==> src/rtl/cpu_run_ctrl.sv <==
// Run-control sequencer: gates the CPU pipeline via cpu_ce (halt / run / step N / PC breakpoint).
// Define RUN_CTRL_CYCLE_CNT_EN to build the cpu_ce=1 cycle counter; otherwise cycle_cnt reads 0.
module cpu_run_ctrl #(
  parameter int unsigned STEP_W    = 16,
  parameter bit          RESET_RUN = 1'b0
) (
  input  logic        cpu_clk,
  input  logic        cpu_rstn,
  input  logic        cmd_valid,
  output logic        cmd_ready,
  input  logic [1:0]  cmd_op,
  input  logic [31:0] cmd_arg,
  input  logic [31:0] pc,
  output logic        cpu_ce,
  output logic        halted,
  output logic        bp_hit,
  output logic [1:0]  state_o,
  output logic [31:0] cycle_cnt
);

  typedef enum logic [1:0] {
    ST_HALT = 2'b00,
    ST_RUN  = 2'b01,
    ST_STEP = 2'b10
  } state_e;

  localparam logic [1:0] OP_HALT = 2'b00;
  localparam logic [1:0] OP_RUN  = 2'b01;
  localparam logic [1:0] OP_STEP = 2'b10;

  localparam state_e            RESET_STATE = RESET_RUN ? ST_RUN : ST_HALT;
  localparam logic [STEP_W-1:0] STEP_ONE    = STEP_W'(1);

  state_e              state_q,    state_d;
  logic                bp_en_q,    bp_en_d;
  logic [31:0]         bp_addr_q,  bp_addr_d;
  logic                bp_hit_q,   bp_hit_d;
  logic                skip_bp_q,  skip_bp_d;
  logic [STEP_W-1:0]   step_cnt_q, step_cnt_d;
  logic                bp_match;
  logic                cmd_accept;
  logic [STEP_W-1:0]   step_arg;

  assign cmd_accept = cmd_valid && cmd_ready;
  assign step_arg   = cmd_arg[STEP_W-1:0];

  always_ff @(posedge cpu_clk or negedge cpu_rstn) begin
    if (!cpu_rstn) begin
      state_q    <= RESET_STATE;
      bp_en_q    <= 1'b0;
      bp_addr_q  <= 32'h0;
      bp_hit_q   <= 1'b0;
      skip_bp_q  <= 1'b0;
      step_cnt_q <= '0;
    end else begin
      state_q    <= state_d;
      bp_en_q    <= bp_en_d;
      bp_addr_q  <= bp_addr_d;
      bp_hit_q   <= bp_hit_d;
      skip_bp_q  <= skip_bp_d;
      step_cnt_q <= step_cnt_d;
    end
  end

  always_comb begin
    state_d    = state_q;
    bp_en_d    = bp_en_q;
    bp_addr_d  = bp_addr_q;
    bp_hit_d   = bp_hit_q;
    skip_bp_d  = skip_bp_q;
    step_cnt_d = step_cnt_q;

    // Skip stays armed while the CPU sits on the breakpoint PC (e.g. stalls after resume).
    if (pc != bp_addr_q) skip_bp_d = 1'b0;

    if (cmd_accept) begin
      case (cmd_op)
        OP_HALT: begin
          state_d = ST_HALT;
          if (bp_match) bp_hit_d = 1'b1;
        end
        OP_RUN: begin
          if (state_q == ST_HALT) begin
            state_d   = ST_RUN;
            skip_bp_d = 1'b1;
            bp_hit_d  = 1'b0;
          end
        end
        OP_STEP: begin
          state_d    = ST_STEP;
          step_cnt_d = (step_arg == '0) ? STEP_ONE : step_arg;
          bp_hit_d   = 1'b0;
        end
        default: begin
          bp_addr_d = {cmd_arg[31:2], 2'b00};
          bp_en_d   = ~cmd_arg[0];
        end
      endcase
    end else if (state_q == ST_STEP) begin
      step_cnt_d = step_cnt_q - STEP_ONE;
      if (step_cnt_q <= STEP_ONE) state_d = ST_HALT;
    end else if (bp_match) begin
      state_d  = ST_HALT;
      bp_hit_d = 1'b1;
    end
  end

  always_comb begin
    cmd_ready = (state_q != ST_STEP);
    bp_match  = bp_en_q && (state_q == ST_RUN) && !skip_bp_q && (pc == bp_addr_q);
    cpu_ce    = ((state_q == ST_RUN) && !bp_match) || (state_q == ST_STEP);
    halted    = (state_q == ST_HALT);
    bp_hit    = bp_hit_q;
    state_o   = state_q;
  end

`ifdef RUN_CTRL_CYCLE_CNT_EN
  logic [31:0] cycle_cnt_q, cycle_cnt_d;

  always_comb begin
    cycle_cnt_d = cycle_cnt_q + 32'(cpu_ce);
  end

  always_ff @(posedge cpu_clk or negedge cpu_rstn) begin
    if (!cpu_rstn) cycle_cnt_q <= 32'h0;
    else           cycle_cnt_q <= cycle_cnt_d;
  end

  assign cycle_cnt = cycle_cnt_q;
`else
  assign cycle_cnt = 32'h0;
`endif

endmodule

==> config.mk <==
export PLATFORM = sky130hd
export DESIGN_NAME = cpu_run_ctrl
export DESIGN_NICKNAME = d
export VERILOG_FILES = /design/src/rtl/cpu_run_ctrl.sv
export SDC_FILE = /design/constraint.sdc
export NUM_CORES = 1
export LEC_CHECK = 0
export CELL_PAD_IN_SITES_DETAIL_PLACEMENT = 1
export CELL_PAD_IN_SITES_GLOBAL_PLACEMENT = 2
export CORE_MARGIN = 1.5
export CORE_UTILIZATION = 27
export CTS_CLUSTER_SIZE = 20
export DETAILED_ROUTE_END_ITERATION = 16
export PLACE_DENSITY_LB_ADDON = 0.1
export SYNTH_ARGS = -nofsm -noshare
export SYNTH_HDL_FRONTEND = slang
export SYNTH_SLANG_ARGS = --single-unit
export TNS_END_PERCENT = 5
==> constraint.sdc <==
create_clock -name cpu_clk -period 2.8 [get_ports cpu_clk]
set_input_delay 0.7 -clock cpu_clk [delete_from_list [all_inputs] [get_ports cpu_clk]]
set_output_delay 0.7 -clock cpu_clk [all_outputs]
set_load 0.005 [all_outputs]
==> flow_metrics.py, run 1 <==
metrics = {
    "synthesis": {
        "synthFlopType": "dfrtp_1",
        "synth_edf_count": 0,
        "yosysWarnings": 0,
        "syn_inst": 307,
        "yosysMostFrequentCell": "dfrtp_1",
        "yosysSeqAreaShare": 0.411,
        "ys_seq_elements": 51,
        "avgSynthCellArea_um2": 10.1,
        "yosys.area.top_type": "dfrtp_1",
        "synth_async_sr_flop_share": 1.00,
        "synth_area_leaders": "dfrtp_1 41%, mux2_2 11%, buf_4 8.0%",
        "yosysTopAreaCellShare": 0.411,
        "synth_commonest_cells": "51 x dfrtp_1, 33 x buf_4, 30 x mux2_2",
        "synthesis.area_um2": 3100,
        "synth_cell_type_count": 46,
    },
    "drt": {
        "post-route-drc-count": 0,
        "postRouteAntennaNets": 0,
        "drt_pass1_iterations": 4,
        "vias_per_cell": 4.69,
        "vias": 2510,
        "wirelength_mm": 8.89,
        "routedWlPerCell_um": 16.6,
        "drt_iter0_markers": 59,
    },
    "sta": {
        "hold_violations": 0,
        "relSlewSlack": 0.604,
        "fmax_mhz": 357,
        "finalSetupViolCount": 1,
        "tightest_slew_ps": 594,
        "slew_viol_final": 0,
        "tns_ps": -4.63,
        "fin_crit_sh": 1.00,
        "rsz0062_at_grt": "true",
        "fin_ws_ps": -4.63,
        "finalClockSkew_ps": 4.18,
        "fin_crit_ps": 2800,
    },
    "clocking": {
        "hold_buffers": 0,
        "cts_tree": "done",
        "clk_latency_ps": 290,
        "clk_transition_reported_paths_ps": 70,
        "cts_sinks": 51,
        "cts_max_path_buffers": 2,
        "cts_root_buf": "clkbuf_16",
        "h-tree-depth": 2,
        "cts-buffers-inserted": 5,
    },
    "floorplan": {
        "die_area_um2": 12100,
        "initial_core_util": 0.281,
        "die-width_um": 110,
        "die_y_um": 110,
        "num_rows": 38,
        "num_io_pins": 107,
        "core_area_um2": 11000,
    },
    "worst_setup_path": {
        "startpoint_type": "input pin",
        "critPathArrivalTime_ps": 2100,
        "crit_type": "input pin to output port",
        "cp.required_ps": 2100,
        "cp-end-kind": "output port",
        "critPathMaxFanout": 2,
    },
    "global_route": {
        "grt_overflow_total": 0,
        "grt_pass1_wl_mm": 14.2,
        "grt_max_degree": 33,
        "grt_pass1_vias": 2687,
        "track_usage": 0.155,
        "antenna_found_initial": 0,
    },
    "final_layout": {
        "num-nets-final": 472,
        "n_antenna_cell": 0,
        "syn_to_final_growth_pct": 33.2,
        "drive_gt1_frac": 0.228,
    },
    "power": {
        "p_sw_frac": 0.367,
        "switchingPower_uw": 1250,
        "p_leak_uw": 0.00179,
        "power_uw": 3410,
        "clock_power_share": 0.174,
        "power.density_nw_per_um2": 826,
        "p_comb_frac": 0.411,
        "cell_internal_pwr_uw": 2160,
        "p_seq_frac": 0.415,
        "peakVddDrop_mv": 0.301,
    },
    "placed_design": {
        "portBuffers": 74,
        "gp_congestion": 0.749,
        "dpl.hpwl_mm": 6.97,
    },
    "status": {
        "violations": "setup timing",
        "status": "finished, violations left",
    },
    "hold_path": {
        "hold_class": "input pin to async pin",
    },
    "flow_run": {
        "drv_cap": 0,
    },
}
## layer usage
layer / part of all wire / track usage / vias to the layer above
li1: - / - / 1206
met1: 0.45 / 0.203 / 1229
met2: 0.49 / 0.265 / 68
met3: 0.051 / 0.0253 / 7
met5: 0 / 0 / -
met4: 0.011 / 0.0430 / 0
## stage by stage
step | setup WS (ps) | hold WS, ps | cells | area (um2) | utilization
floorplan | 273 | 404 | 338 | 3220 | -
global placement | -919 | 473 | 528 | 3970 | 0.360
detailed placement | -903 | 495 | 528 | 3970 | 0.360
CTS | 7.64 | 436 | 534 | 4060 | 0.368
global route | -101 | 446 | 535 | 4140 | 0.375
finish | -4.63 | 406 | 535 | 4140 | 0.375
## cell families after synthesis
family / Yosys count / synth area share
multiplexers: 30 / 0.109
flip-flops: 51 / 0.411
AO/OA/AOI/OAI: 56 / 0.116
buffers and inverters: 49 / 0.106
adder cells (fa/ha/maj): 7 / 0.0282
other: 1 / 0.00121
AND/OR/NAND/NOR: 82 / 0.141
XOR/XNOR: 31 / 0.0875
## what timing repair did
| action | in CTS | in global routing |
|---|---|---|
| gates resized for setup | 82 | 16 |
| buffers inserted | 0 | 1 |
| setup endpoints to repair | 1 | 1 |
| pin swaps | 31 | 17 |
## flip-flops by register name, indices dropped and copies added (netlist names)
register    flops
bp_addr_q      30
bp_en_q         1
bp_hit          1
skip_bp_q       1
state_o         2
step_cnt_q     16
## area by class of cell
| type | count | area (um2) |
|---|---|---|
| Sequential cell | 51 | 1280 |
| Multi-Input combinational cell | 238 | 1720 |
| Clock inverter | 1 | 7.51 |
| Fill cell | 1281 | 6900 |
| Tap cell | 140 | 175 |
| Timing Repair Buffer | 92 | 806 |
| Clock buffer | 5 | 125 |
| Inverter | 8 | 30.0 |
## power groups by stage
stage / Combinational, uW / Sequential (uW) / Clock, uW
global route: 1570 / 1470 / 648
finish: 1400 / 1420 / 594
CTS: 1380 / 1410 / 610
detailed placement: 1380 / 1410 / 0
global placement: 1350 / 1410 / 0
floorplan: 958 / 1320 / 0
## worst max-delay path, cell delays in order
cell	delay, ps
buf_2	120
xnor2_2	140
nand4_1	110
or4_4	590
nor3_4	220
o21ai_1	90
buf_2	130
## placed cells by master, fill, tap and decap left out, types with 9 or more instances in the layout
master,instances
dlygate4sd2_1,12
nor2_1,18
buf_4,17
mux2_2,30
dfrtp_1,51
a21oi_1,15
xnor2_2,9
clkdlybuf4s50_1,40
buf_2,11
o21ai_0,17
nand2_1,17
xor2_1,16
conb_1,32
## final timing paths
| path | from | end | slack, ps | depth (start not counted) |
|---|---|---|---|---|
| max in group asynchronous | cpu_rstn | bp_addr_q[3] | 1740 | 2 |
| min in group cpu_clk | bp_en_q | bp_en_q | 500 | 2 |
| worst max-delay path | pc[10] | cpu_ce | -5 | 7 |
| worst min register to register | bp_en_q | bp_en_q | 500 | 2 |
| worst min-delay path | cpu_rstn | bp_addr_q[17] | 410 | 1 |
| worst max register to register | state_o[1] | state_o[1] | 730 | 7 |
No activity file was read; power rests on OpenSTA's default activity.
==> run 2, diff against run 1 <==
- CAP_MARGIN: default -> 40
==> results of run 2 <==
Final layout, timing and power as in run 1 (identical DEF).
